--- config.mk ---
export PLATFORM = sky130hd
export DESIGN_NAME = dmem_ctrl
export DESIGN_NICKNAME = d
export VERILOG_FILES = /design/src/rtl/dmem_ctrl_pkg.sv /design/src/rtl/dmem_arb.sv /design/src/rtl/dmem_ctrl.sv
export SDC_FILE = /design/constraint.sdc
export NUM_CORES = 1
export LEC_CHECK = 0
export CAP_MARGIN = 20
export CORE_MARGIN = 2
export CORE_UTILIZATION = 44
export DETAILED_ROUTE_END_ITERATION = 8
export PLACE_DENSITY = 0.92
export SLEW_MARGIN = 10
export SYNTH_ARGS = -nofsm -noshare
export SYNTH_HDL_FRONTEND = slang
export SYNTH_HIERARCHICAL = 1
export SYNTH_SLANG_ARGS = --single-unit
--- constraint.sdc ---
create_clock -name clk -period 3.15 [get_ports clk]
set_input_delay 0.945 -clock clk [delete_from_list [all_inputs] [get_ports clk]]
set_output_delay 0.945 -clock clk [all_outputs]
set_load 0.005 [all_outputs]
--- src/rtl/dmem_ctrl_pkg.sv ---
// Shared definitions for the data-RAM access controller: FSM states,
// grant ids, default RAM geometry and the address check helper.
package dmem_ctrl_pkg;

    localparam int DMEM_ADDR_W = 14;

    typedef enum logic [1:0] {
        ST_IDLE   = 2'd0,
        ST_ACCESS = 2'd1,
        ST_WAIT   = 2'd2,
        ST_RESP   = 2'd3
    } dmem_state_t;

    typedef enum logic {
        GNT_MS  = 1'b0,
        GNT_DBG = 1'b1
    } dmem_gnt_t;

    typedef struct packed {
        logic        we;
        logic [31:0] addr;
        logic [31:0] wdata;
    } dmem_req_t;

    // Misaligned byte address, or any bit set above the RAM's byte range.
    function automatic logic addr_bad(input logic [31:0] addr, input int addr_w);
        return (addr[1:0] != 2'b00) || ((addr >> (addr_w + 2)) != 32'd0);
    endfunction

endpackage

--- src/rtl/dmem_arb.sv ---
// Mem-stage / debug-port arbiter. Mem stage wins by default; debug wins when
// alone, or after STARVE_LIM consecutive denials. Only built with DMEM_DBG_PORT_EN.
module dmem_arb
    import dmem_ctrl_pkg::*;
#(
    parameter int STARVE_LIM = 4
) (
    input  logic      clk,
    input  logic      rst_n,
    input  logic      sample,
    input  logic      ms_req,
    input  logic      dbg_req,
    output dmem_gnt_t gnt
);

    localparam int CW = $clog2(STARVE_LIM + 1);

    logic [CW-1:0] starve_cnt;
    logic          starved;

    assign starved = (starve_cnt == CW'(STARVE_LIM));

    // Priority: debug only when alone or starved
    always_comb begin
        gnt = GNT_MS;
        if (dbg_req && (!ms_req || starved))
            gnt = GNT_DBG;
    end

    // Count consecutive debug denials; any debug grant or idle debug side clears it
    always_ff @(posedge clk or negedge rst_n) begin
        if (!rst_n) begin
            starve_cnt <= '0;
        end else if (sample) begin
            if (!dbg_req || gnt == GNT_DBG)
                starve_cnt <= '0;
            else if (!starved)
                starve_cnt <= starve_cnt + CW'(1);
        end
    end

endmodule

--- src/rtl/dmem_ctrl.sv ---
// Data-RAM access sequencer for the memory stage, optionally sharing the RAM
// with a debug loader port (build with DMEM_DBG_PORT_EN to add the dbg_* port
// and the starvation-aware arbiter). Requests are held until the one-cycle
// ms_ready / dbg_ack pulse; bad addresses complete without touching the RAM.
module dmem_ctrl
    import dmem_ctrl_pkg::*;
#(
    parameter int ADDR_W     = DMEM_ADDR_W,
`ifdef DMEM_DBG_PORT_EN
    parameter int STARVE_LIM = 4,
`endif
    parameter int RD_LAT     = 1
) (
    input  logic              clk,
    input  logic              rst_n,
    input  logic              ms_req,
    input  logic              ms_we,
    input  logic [31:0]       ms_addr,
    input  logic [31:0]       ms_wdata,
    output logic [31:0]       ms_rdata,
    output logic              ms_ready,
    output logic              ms_err,
`ifdef DMEM_DBG_PORT_EN
    input  logic              dbg_req,
    input  logic              dbg_we,
    input  logic [31:0]       dbg_addr,
    input  logic [31:0]       dbg_wdata,
    output logic [31:0]       dbg_rdata,
    output logic              dbg_ack,
`endif
    output logic              ram_en,
    output logic              ram_we,
    output logic [ADDR_W-1:0] ram_addr,
    output logic [31:0]       ram_wdata,
    input  logic [31:0]       ram_rdata
);

    // WAIT covers RD_LAT-1 cycles; the counter is loaded with one less than that
    localparam int WCW = (RD_LAT > 1) ? $clog2(RD_LAT) : 1;
    localparam logic [WCW-1:0] WAIT_INIT = WCW'((RD_LAT > 1) ? RD_LAT - 2 : 0);

    dmem_state_t    state;
    logic [WCW-1:0] wait_cnt;
    dmem_gnt_t      gnt, gnt_q, resp_gnt;
    logic           we_q, err_q;
    logic [31:0]    ms_rdata_q;
    dmem_req_t      win;
    logic           req_any, win_bad;
    logic           enter_resp, resp_err, load_done;

`ifdef DMEM_DBG_PORT_EN
    logic [31:0] dbg_rdata_q;

    dmem_arb #(.STARVE_LIM(STARVE_LIM)) u_arb (
        .clk     (clk),
        .rst_n   (rst_n),
        .sample  (state == ST_IDLE),
        .ms_req  (ms_req),
        .dbg_req (dbg_req),
        .gnt     (gnt)
    );

    assign req_any = ms_req | dbg_req;

    // Winner's request fields
    always_comb begin
        if (gnt == GNT_DBG)
            win = '{we: dbg_we, addr: dbg_addr, wdata: dbg_wdata};
        else
            win = '{we: ms_we, addr: ms_addr, wdata: ms_wdata};
    end
`else
    assign gnt     = GNT_MS;
    assign req_any = ms_req;

    // Mem stage is the only requester
    always_comb begin
        win = '{we: ms_we, addr: ms_addr, wdata: ms_wdata};
    end
`endif

    assign win_bad   = addr_bad(win.addr, ADDR_W);
    assign load_done = (state == ST_RESP) && !we_q && !err_q;

    // Decide whether the next edge moves into RESP, for whom, and with which flag
    always_comb begin
        enter_resp = 1'b0;
        resp_gnt   = gnt_q;
        resp_err   = 1'b0;
        case (state)
            ST_IDLE: begin
                resp_gnt   = gnt;
                enter_resp = req_any && win_bad;
                resp_err   = 1'b1;
            end
            ST_ACCESS: enter_resp = (RD_LAT == 1);
            ST_WAIT:   enter_resp = (wait_cnt == '0);
            default:   ;
        endcase
    end

    // Main sequencer: IDLE -> ACCESS -> WAIT -> RESP -> IDLE, registered RAM strobes and mem-stage handshake
    always_ff @(posedge clk or negedge rst_n) begin
        if (!rst_n) begin
            state      <= ST_IDLE;
            wait_cnt   <= '0;
            gnt_q      <= GNT_MS;
            we_q       <= 1'b0;
            err_q      <= 1'b0;
            ram_en     <= 1'b0;
            ram_we     <= 1'b0;
            ram_addr   <= '0;
            ram_wdata  <= '0;
            ms_ready   <= 1'b0;
            ms_err     <= 1'b0;
            ms_rdata_q <= '0;
        end else begin
            ms_ready <= enter_resp && (resp_gnt == GNT_MS);
            ms_err   <= enter_resp && resp_err && (resp_gnt == GNT_MS);
            case (state)
                ST_IDLE: begin
                    if (req_any) begin
                        gnt_q     <= gnt;
                        we_q      <= win.we;
                        err_q     <= win_bad;
                        ram_addr  <= win.addr[ADDR_W+1:2];
                        ram_wdata <= win.wdata;
                        if (win_bad) begin
                            state <= ST_RESP;
                        end else begin
                            state  <= ST_ACCESS;
                            ram_en <= 1'b1;
                            ram_we <= win.we;
                        end
                    end
                end
                ST_ACCESS: begin
                    ram_en <= 1'b0;
                    ram_we <= 1'b0;
                    if (RD_LAT > 1) begin
                        state    <= ST_WAIT;
                        wait_cnt <= WAIT_INIT;
                    end else begin
                        state <= ST_RESP;
                    end
                end
                ST_WAIT: begin
                    if (wait_cnt == '0)
                        state <= ST_RESP;
                    else
                        wait_cnt <= wait_cnt - WCW'(1);
                end
                ST_RESP: begin
                    state <= ST_IDLE;
                    if (load_done && gnt_q == GNT_MS)
                        ms_rdata_q <= ram_rdata;
                end
                default: state <= ST_IDLE;
            endcase
        end
    end

    // Load data is passed through during RESP and held afterwards
    assign ms_rdata = (load_done && gnt_q == GNT_MS) ? ram_rdata : ms_rdata_q;

`ifdef DMEM_DBG_PORT_EN
    // Debug handshake and held read data; debug errors ack without a flag
    always_ff @(posedge clk or negedge rst_n) begin
        if (!rst_n) begin
            dbg_ack     <= 1'b0;
            dbg_rdata_q <= '0;
        end else begin
            dbg_ack <= enter_resp && (resp_gnt == GNT_DBG);
            if (load_done && gnt_q == GNT_DBG)
                dbg_rdata_q <= ram_rdata;
        end
    end

    assign dbg_rdata = (load_done && gnt_q == GNT_DBG) ? ram_rdata : dbg_rdata_q;
`endif

endmodule

==> results.txt <==
----------------------------------------------------
[Synthesis]
  Cell type contributing the most total cell area after synthesis ... dfrtp_1
  Largest cells by area after synthesis ... dfrtp_1 57%, mux2_2 33%, ha_1 1.7%, buf_4 1.2%, nor4_1 0.67%
  Share of the yosys chip area belonging to registers ... 0.574
  Area share of the largest cell type after synthesis ... 0.574
  Average footprint of a synthesized cell ... 14.9 um2
  Number of instances in the synthesized netlist ... 251
  Count of different cell masters after synthesis ... 23
  Post-synth EDFFs ... 0
  Summed instance area of the synthesized netlist ... 3750 um2
  Number of synthesized register bits ... 86
  Share of synthesized registers carrying an async set or reset ... 1.00
  Synthesized net count ... 356
  Post-synth top flop ... dfrtp_1
  Number of synthesis warnings ... 6

[Route]
  Remaining routing DRC violations ... 0
  Total via count after detailed routing ... 2,824
  Total routed wirelength ... 9750 um
  Number of DRC markers after the initial detailed-route iteration ... 63
  Detailed Routing Iterations Pass 1 ... 4
  Number of vias per cell ... 5.02
  Wirelength per Cell ... 17.3 um
  Post-DRT Antenna Nets ... 0

[Power and ir drop]
  P_int ... 3.90 mW
  Logic gate share of total power ... 0.514
  Clock power frac ... 0.132
  VDD IR-drop max ... 489 uV
  Switching power of the nets ... 1.56 mW
  Fraction of power spent switching nets ... 0.286
  Share of power burned in registers ... 0.354
  Pwr dens ... 898 nW/um2
  Static leakage ... 2.70 nW
  Final total power ... 5.46 mW

[Clock network]
  Clock-pin slew on the worst setup and hold paths ... 0.08 ns
  Worst skew pair latency ... 0.35 ns
  CTS Root Cell ... clkbuf_8
  CTS tree ... built
  Worst-case clock buffer depth ... 2
  Number of levels the H-tree was split into ... 3
  Inserted Clock Buffers ... 9
  Hold-fix buffers at CTS ... 0
  Number of sinks driven by the clock tree ... 86

[Critical path]
  Max FO, Critical Path ... 14
  Endpoint of the worst register-to-register path ... ms_rdata_q[8]
  Worst R2R Setup Slack ... 1.32 ns
  Number of cells traversed by the worst register-to-register path ... 6
  Worst Setup Path Type ... flip-flop to primary output
  Required time of the critical path ... 2.20 ns
  Data arrival time at the worst-slack endpoint ... 2.12 ns
  Critical path launch point type ... flip-flop
  Category of the worst setup path capture point ... primary output
  Startpoint of the most critical register-to-register path ... state[0]

[Floorplanning]
  Horizontal die dimension ... 96.3 um
  Core outline area ... 8220 um2
  Initial Utilization ... 0.456
  I/O pins ... 182
  Number of rows in the core area ... 33
  Die ar. ... 9270 um2
  Die height ... 96.3 um

[Placed design]
  Dpl cell area ... 5660 um2
  Hpwl dp ... 6800 um
  Number of buffer cells added on primary ports ... 181
  Routability-driven placement congestion ratio ... 0.844

[STA]
  Setup Skew ... 0.00700 ns
  Pin slew with the least headroom to its limit ... 0.520 ns
  Max Clk Rate ... 327 MHz
  Final-report hold violation count ... 0
  Setup tns final ... 0 ns
  Period minus WS final ... 3.06 ns
  Worst hold-check slack ... 0.508 ns
  Max-slew headroom at the worst pin ... 0.653
  Setup-violating endpoint count in the final report ... 0
  Max-slew violation count ... 0
  Final critical-path share of the clock period ... 0.972

[Worst hold path]
  Worst hold path cell count ... 1
  Worst min-delay path startpoint ... ms_rdata_q[26]
  Hold WC Path Type ... flip-flop to flip-flop
  Hold Path End ... ms_rdata_q[26]

[GRT]
  Pin count of the biggest net entering global routing ... 49
  Wire length of the first global-routing pass ... 14,100 um
  Combined global-route utilization of all metal layers ... 0.201
  Initial antenna violation count ... 0
  Vias in the first global route ... 2,865
  Total global routing overflow ... 0

[Layout]
  Design area ... 6090 um2
  Number of antenna cells inserted ... 0
  Fill cells ... 527
  Most common library cell in the layout ignoring fill and taps ... clkdlybuf4s50_1
  Layout cell share with drive strength beyond 1 ... 0.330
  Area Growth Syn to Fin ... 62.5%
  Most frequent cells in the layout ... 148 x clkdlybuf4s50_1, 111 x mux2_2, 86 x dfrtp_1
  Layout Nets ... 557

[Run status]
  Run status ... complete, no violations

[Run]
  Count of maximum capacitance violations ... 0

----------------------------------------------------
worst max-delay path: stages, from the launching register on:
cell,delay (ns)
dfrtp_1,0.37
ha_2,0.18
nor3b_4,0.18
buf_6,0.17
buf_12,0.15
buf_4,0.12
mux2_2,0.33
dlygate4sd2_1,0.28
registers in the layout, indices dropped and copies added (netlist names):
name,count
err_q,1
ms_err,1
ms_rdata_q,32
ms_ready,1
ram_addr,14
ram_en,1
ram_wdata,32
ram_we,1
state,2
we_q,1
timing repair:
item,4_1_cts,5_1_grt
endpoints found under the setup margin,32,20
buffers inserted,3,11
cloned,2,1
resized for setup,15,24
power groups by stage:
stage | registers [mW] | logic [mW] | clock network (mW)
finish | 1.94 | 2.81 | 0.719
global route | 2.00 | 3.02 | 0.787
CTS | 1.93 | 2.78 | 0.743
detailed placement | 1.96 | 2.71 | 0
global placement | 1.90 | 2.63 | 0
floorplan | 1.93 | 1.20 | 0
per-stage QoR:
step                worst slack [ns]  instances   util
floorplan                      0.764        251      -
global placement              0.0997        529  0.689
detailed placement            0.0811        529  0.689
CTS                          -0.0202        550  0.721
global route                -0.00705        562  0.741
finish                        0.0875        562  0.741
layout make-up:
cell class,count,area [um2],area share
clock buffer,12,155,0.0255
clock inverter,4,31.3,0.00514
inverter,5,18.8,0.00308
multi-input combinational,148,1500,0.247
sequential,86,2150,0.354
tap,105,131,0.0216
timing repair buffer,202,2100,0.345
cells by family after synthesis:
group | Yosys count | share of synthesized area
buffers and inverters | 17 | 0.0284
muxes | 111 | 0.334
and+or+nand+nor | 21 | 0.0291
AOI/OAI and AO/OA | 11 | 0.0177
DFF | 86 | 0.574
adders and majority gates | 5 | 0.0167
per-layer routing:
layer | up-vias | track usage | routed length, um | part of all wire
met5 | - | 0 | 0 | 0
met4 | 0 | 0.0464 | 97 | 0.010
met3 | 10 | 0.0814 | 934 | 0.096
met2 | 128 | 0.359 | 5070 | 0.52
met1 | 1388 | 0.224 | 3650 | 0.37
li1 | 1298 | - | - | -
how the worst max path moves through the flow:
| stage | slack (ns) | cells past startpoint | to | startpoint |
|---|---|---|---|---|
| after CTS | -0.02 | 6 | ms_rdata[14] | state[0] |
| after detailed placement | 0.08 | 3 | ms_rdata[8] | ram_rdata[8] |
| after global placement | 0.1 | 3 | ms_rdata[7] | ram_rdata[7] |
| after floorplan | 0.76 | 5 | ms_rdata[0] | state[0] |
| final | 0.09 | 7 | ms_rdata[6] | state[0] |
| after global routing | -0.007 | 7 | ms_rdata[6] | state[0] |
Yosys cell counts, types with 2 or more instances:
cell type	n
dfrtp_1	86
a21oi_1	3
inv_1	5
and3_1	2
ha_1	5
nor2_1	2
o21ai_0	2
mux2_2	111
buf_4	6
nor4_1	4
nor3_1	2
buf_2	4
buf_6	2
nand2_1	6
o22ai_1	3
No activity file was read; power rests on OpenSTA's default activity.
==> RTL change 1: new RTL, same settings <==
The package constant `DMEM_ADDR_W` goes from 14 to 13.
--- a/src/rtl/dmem_ctrl_pkg.sv
+++ b/src/rtl/dmem_ctrl_pkg.sv
@@ -2,7 +2,7 @@
 // grant ids, default RAM geometry and the address check helper.
 package dmem_ctrl_pkg;
 
-    localparam int DMEM_ADDR_W = 14;
+    localparam int DMEM_ADDR_W = 13;
 
     typedef enum logic [1:0] {
         ST_IDLE   = 2'd0,
Ports: changed (resized ram_addr); port bits go from 182 to 181. The function was not compared with the original's and may differ.
==> RTL change 1 against the unedited design <==
Clock skew increased by 0.0037 ns; worst setup slack improved by 0.0027 ns; total power decreased by 1.5%; design area decreased by 1.3%; sequential cell count decreased by 1; area after synthesis decreased by 1.4%; wire length decreased by 4.5%; die area decreased by 1.3%; largest cell class unchanged.
==> RTL change 1: results (changes against the unedited design) <==
Outcome -> completed
Sequential area share after synthesis -> 57.57% (+0.12 points)
RePlAce Congestion -> 0.7861 (-6.8%)
Quantity of I/O buffers inserted on ports -> 180 (-0.55%)
Number of antenna violations at the first check in global routing -> 0 (unchanged)
Iteration-0 DRC Markers -> 43 (-32%)
Root Driver -> clkbuf_8
Leakage -> 2.646 nW (-2.1%)
Arr. time, crit path -> 2.11 ns
Post-DR wirelength/cell -> 16.82 um (-3.0%)
Most numerous cell types in the synthesized netlist -> mux2_2, dfrtp_1, buf_2
Number of global-route vias before repair -> 2949 (+2.9%)
Share of post-route cells with drive strength above 1 -> 32.14% (-0.90 points)
Biggest fanout along the worst timing path -> 16 (+2)
Clk_lat worst skew -> 0.33 ns (-0.02 ns)
Biggest area contributors in the synthesized netlist -> dfrtp_1, mux2_2, ha_1, buf_2, inv_1
Regs by FF count -> ms_rdata_q x32, ram_wdata x32, ram_addr x13
Largest net degree at the start of global routing -> 50 (+2.0%)
First-pass detailed-route iteration total -> 3 (-1)
Clock-pin slew of the registers on the worst-case setup and hold paths -> 0.07 ns
Yosys Warn Count -> 6 (unchanged)
TNS Setup -> 0 ns (unchanged)
CTS H-Tree Depth -> 3 (unchanged)
GRT Util Overall -> 19.73% (-0.40 points)
FILL cells -> 563 (+6.8%)
Ratio of routed vias to standard cells -> 4.944 (-1.6%)
Worst rel slew slack -> 67.33% (+2.0 points)
Worst-case vdd ir drop -> 0.4679 mV (-4.3%)
Placed inst area -> 5630 um2 (-0.51%)
Type of the most critical hold path -> flip-flop to flip-flop
Final HPWL from detailed placement -> 6475 um (-4.8%)
Number of buffers created by CTS -> 9 (unchanged)
Share of flip-flops with an asynchronous set or reset after synthesis -> 100.0% (unchanged)
Routed vias -> 2734 (-3.2%)
Synth Area per Inst -> 14.84 um2 (-0.58%)
Number of antenna diodes -> 0 (unchanged)
First-pass GRT wire length -> 13900 um (-1.2%)
Post-Route Skew -> 0.01066 ns (+0.003655 ns)
Net Count, Synth -> 354 (-0.56%)
Unique masters post-synth -> 24 (+4.3%)
Clock Path Buffers -> 2 (unchanged)
Total Nets Final -> 548 (-1.6%)
Cell count after placement -> 524 (-0.95%)
==> RTL change 1: where the power goes <==
part	switching (mW)	internal, mW
sequential	0.266	1.64
clock	0.364	0.390
combinational	0.868	1.86
==> RTL change 1: metrics by stage <==
step           hold WS, ns  setup WS [ns]  utilization (%)  power, mW
6_report            0.5045        0.09017            73.49      5.383
3_5_place_dp        0.4918        0.07541            68.87      4.607
5_1_grt             0.5160       0.006446            73.49      5.757
2_1_floorplan       0.4473         0.7283                -      3.070
3_3_place_gp        0.4841        0.09606            68.87      4.500
4_1_cts             0.5084       -0.02636            72.27      5.425
==> RTL change 1: repair_timing <==
item | 4_1_cts | 5_1_grt
cloned | 2 | 0
setup buffers | 3 | 8
pin swaps | 0 | 1
gates resized for setup | 19 | 16
endpoints found under the setup margin | 32 | 16
==> RTL change 1: per-layer routing <==
| layer | global-route usage [%] | routed length, um |
|---|---|---|
| met1 | 22.40 | 3547 |
| met2 | 35.31 | 4861 |
| met3 | 5.929 | 820 |
| met4 | 6.429 | 74 |
| met5 | 0 | 0 |
==> RTL change 1: final cells by class <==
type | count | area share, %
Timing Repair Buffer | 196 | 33.86
Multi-Input combinational cell | 143 | 24.82
Sequential cell | 85 | 35.40
Tap cell | 105 | 2.187
Clock inverter | 3 | 0.7497
Inverter | 8 | 0.4998
Clock buffer | 13 | 2.478
==> RTL change 1: kinds of logic (layout without fill, tap and decap cells) <==
group                    count (synthesis)  count (layout)  share of synthesized area (%)
flip-flops                              85              85                          57.57
multiplexers                           110             110                          33.53
buffers and inverters                   21             220                          2.506
adder cells (fa/ha/maj)                  5               5                          1.693
AND/OR/NAND/NOR                         17              17                          2.608
AO/OA/AOI/OAI                           11              11                          2.100
==> RTL change 1: path summary, 6_finish.rpt <==
kind	start	endpoint	slack [ns]	depth (start not counted)
setup / recovery	state[0]	ms_rdata[2]	0.09	7
hold / removal	ms_rdata_q[16]	ms_rdata_q[16]	0.50	1
setup reg to reg	state[0]	ram_addr[5]	1.19	7
hold reg to reg	ms_rdata_q[16]	ms_rdata_q[16]	0.50	1
max in group asynchronous	rst_n	ms_rdata_q[18]	1.94	2
min in group asynchronous	rst_n	ram_wdata[25]	0.56	1
==> RTL change 1: critical path: stages (launching register included) <==
cell	delay, ns
dfrtp_1	0.36
ha_2	0.19
nor3b_4	0.22
buf_12	0.14
buf_4	0.11
buf_12	0.15
mux2_2	0.33
dlygate4sd2_1	0.29
==> RTL change 2: new RTL, same flow settings <==
Made on the original files. Re-encode `dmem_state_t` (4 states) as one-hot, 4 bits wide.
--- a/src/rtl/dmem_ctrl_pkg.sv
+++ b/src/rtl/dmem_ctrl_pkg.sv
@@ -4,11 +4,11 @@
 
     localparam int DMEM_ADDR_W = 14;
 
-    typedef enum logic [1:0] {
-        ST_IDLE   = 2'd0,
-        ST_ACCESS = 2'd1,
-        ST_WAIT   = 2'd2,
-        ST_RESP   = 2'd3
+    typedef enum logic [3:0] {
+        ST_IDLE   = 4'b0001,
+        ST_ACCESS = 4'b0010,
+        ST_WAIT   = 4'b0100,
+        ST_RESP   = 4'b1000
     } dmem_state_t;
 
     typedef enum logic {
Function: no difference found for any inputs over 10 cycles, from zero or initial values and one cycle with rst_n low; not proved beyond that.
==> RTL change 2 against the unedited design <==
Critical endpoint is now ms_rdata[19]; critical path type unchanged; sequential cell count is 1 higher; utilization shrank 2.4 points; worst setup slack got worse by 0.021 ns; largest cell class unchanged; area after synthesis grew 1.1%; design area fell by 2.3%; sequential share of layout area is 1.3 points higher; register-to-register slack worse by 0.08 ns; wire length about the same.
Power is not compared: it rests on default switching activity, and its combinational part moved more than twofold at a synthesized area within 25%.
==> RTL change 2: results (changes against the unedited design) <==
Post-Route Skew -> 0.007426 ns (+0.0004216 ns)
Biggest area contributors in the synthesized netlist -> dfrtp_1, mux2_2, nand2_1, buf_6, dfstp_2
Met3 usage -> 5.275% (-2.9 points)
R2r startpoint -> state[0]
Met1 routing resource usage after global routing -> 24.98% (+2.6 points)
Largest net degree at the start of global routing -> 88 (+80%)
Max stage delay on crit path -> 0.52 ns (+0.15 ns)
Met2 usage -> 37.13% (+1.2 points)
Cell count of the worst reg-to-reg path -> 5 (-1)
FILL cells -> 617 (+17%)
WL met3 -> 639 um (-32%)
Detail Route met2 WL -> 5223 um (+3.1%)
Clk_lat worst skew -> 0.34 ns
Worst rel slew slack -> 78.64% (+13 points)
Worst path slowest cell -> clkdlybuf4s50_1
Capture point of the worst reg-to-reg path -> ram_en
Post-Route M1 WL -> 3781 um (+3.6%)
Net Count, Synth -> 438 (+23%)
Worst-case hold path end point -> ram_addr[8]
Worst setup slack for register-to-register paths -> 1.24 ns (-0.08 ns)
Hold path depth -> 2 (+1)
Most numerous cell types in the synthesized netlist -> nand2_1, dfrtp_1, mux2_2
Arr. time, crit path -> 2.14 ns (+0.02 ns)
Number of hold buffers added after cts -> 0 (unchanged)
Routed vias -> 3095 (+9.6%)
GRT Util Overall -> 20.69% (+0.57 points)
Post-DR wirelength/cell -> 15.43 um (-11%)
Number of global-route vias before repair -> 3288 (+15%)
Outcome -> completed
Unique masters post-synth -> 24 (+4.3%)
Worst setup slack after placement -> 0.08424 ns (+0.003164 ns)
Root Driver -> clkbuf_8
Quantity of I/O buffers inserted on ports -> 181 (unchanged)
RePlAce Congestion -> 0.7541 (-11%)
Origin of the worst min-delay path -> ram_addr[8]
Iteration-0 DRC Markers -> 108 (+71%)
Register Area -> 2180 um2 (+1.3%)
CTS H-Tree Depth -> 3 (unchanged)
Min Hold Slack -> 0.4748 ns (-0.03334 ns)
Uppermost routed layer -> met4
Biggest fanout along the worst timing path -> 26 (+12)
First-pass GRT wire length -> 15870 um (+13%)
Share of post-route cells with drive strength above 1 -> 18.44% (-15 points)
Total Nets Final -> 621 (+11%)
Final HPWL from detailed placement -> 6802 um (about the same)
Placed inst area -> 5617 um2 (-0.75%)
Regs by FF count -> ms_rdata_q x32, ram_wdata x32, ram_addr x14
Sequential area share after synthesis -> 57.53% (+0.086 points)
## RTL change 2: final cells by class
cell class                      count  area share, %
Sequential cell                    87          36.64
Timing Repair Buffer              190          32.92
Multi-Input combinational cell    231          24.21
Clock buffer                       11          2.545
Tap cell                          105          2.209
Clock inverter                      5          1.346
Inverter                            2         0.1262
## RTL change 2: power by group
group | switching (mW) | total [mW] | leakage [nW] | internal (mW)
Combinational | 0.288 | 0.811 | 1.58 | 0.523
Sequential | 0.0991 | 1.39 | 1.04 | 1.30
Clock | 0.398 | 0.888 | 0.112 | 0.489
## RTL change 2: kinds of logic (layout without fill, tap and decap cells)
family                 count (synthesis)  after routing  synth area share, %
buffers and inverters                 20            208                4.428
and+or+nand+nor                      161            161                17.91
muxes                                 64             64                19.03
DFF                                   87             87                57.53
AOI/OAI and AO/OA                      6              6                1.090
## RTL change 2: metrics by stage
| step | total power, mW | cells |
|---|---|---|
| 3_3_place_gp | 2.189 | 611 |
| 6_report | 3.093 | 631 |
| 4_1_cts | 3.121 | 629 |
| 5_1_grt | 3.259 | 631 |
| 2_1_floorplan | 1.664 | 338 |
| 3_5_place_dp | 2.228 | 611 |
## RTL change 2: what timing repair did
action / 4_1_cts / 5_1_grt
buffers inserted: 1 / 1
resized for setup: 3 / 5
pin swaps: 0 / 1
gates cloned: 1 / 0
setup endpoints to repair: 25 / 30
hold endpoints to repair: 0 / 0
## RTL change 2: how the worst max path moves through the flow
stage / from / to
floorplan: state[1] / ms_rdata[0]
global placement: ram_rdata[12] / ms_rdata[12]
detailed placement: ram_rdata[12] / ms_rdata[12]
CTS: state[1] / ms_rdata[25]
global route: state[0] / ms_rdata[19]
finish: state[0] / ms_rdata[19]
## RTL change 2: worst min-delay path, delay by kind of cell, from the launching register on
kind	cells	cell delay, ns
flops	1	0.35
simple gates	2	0.10
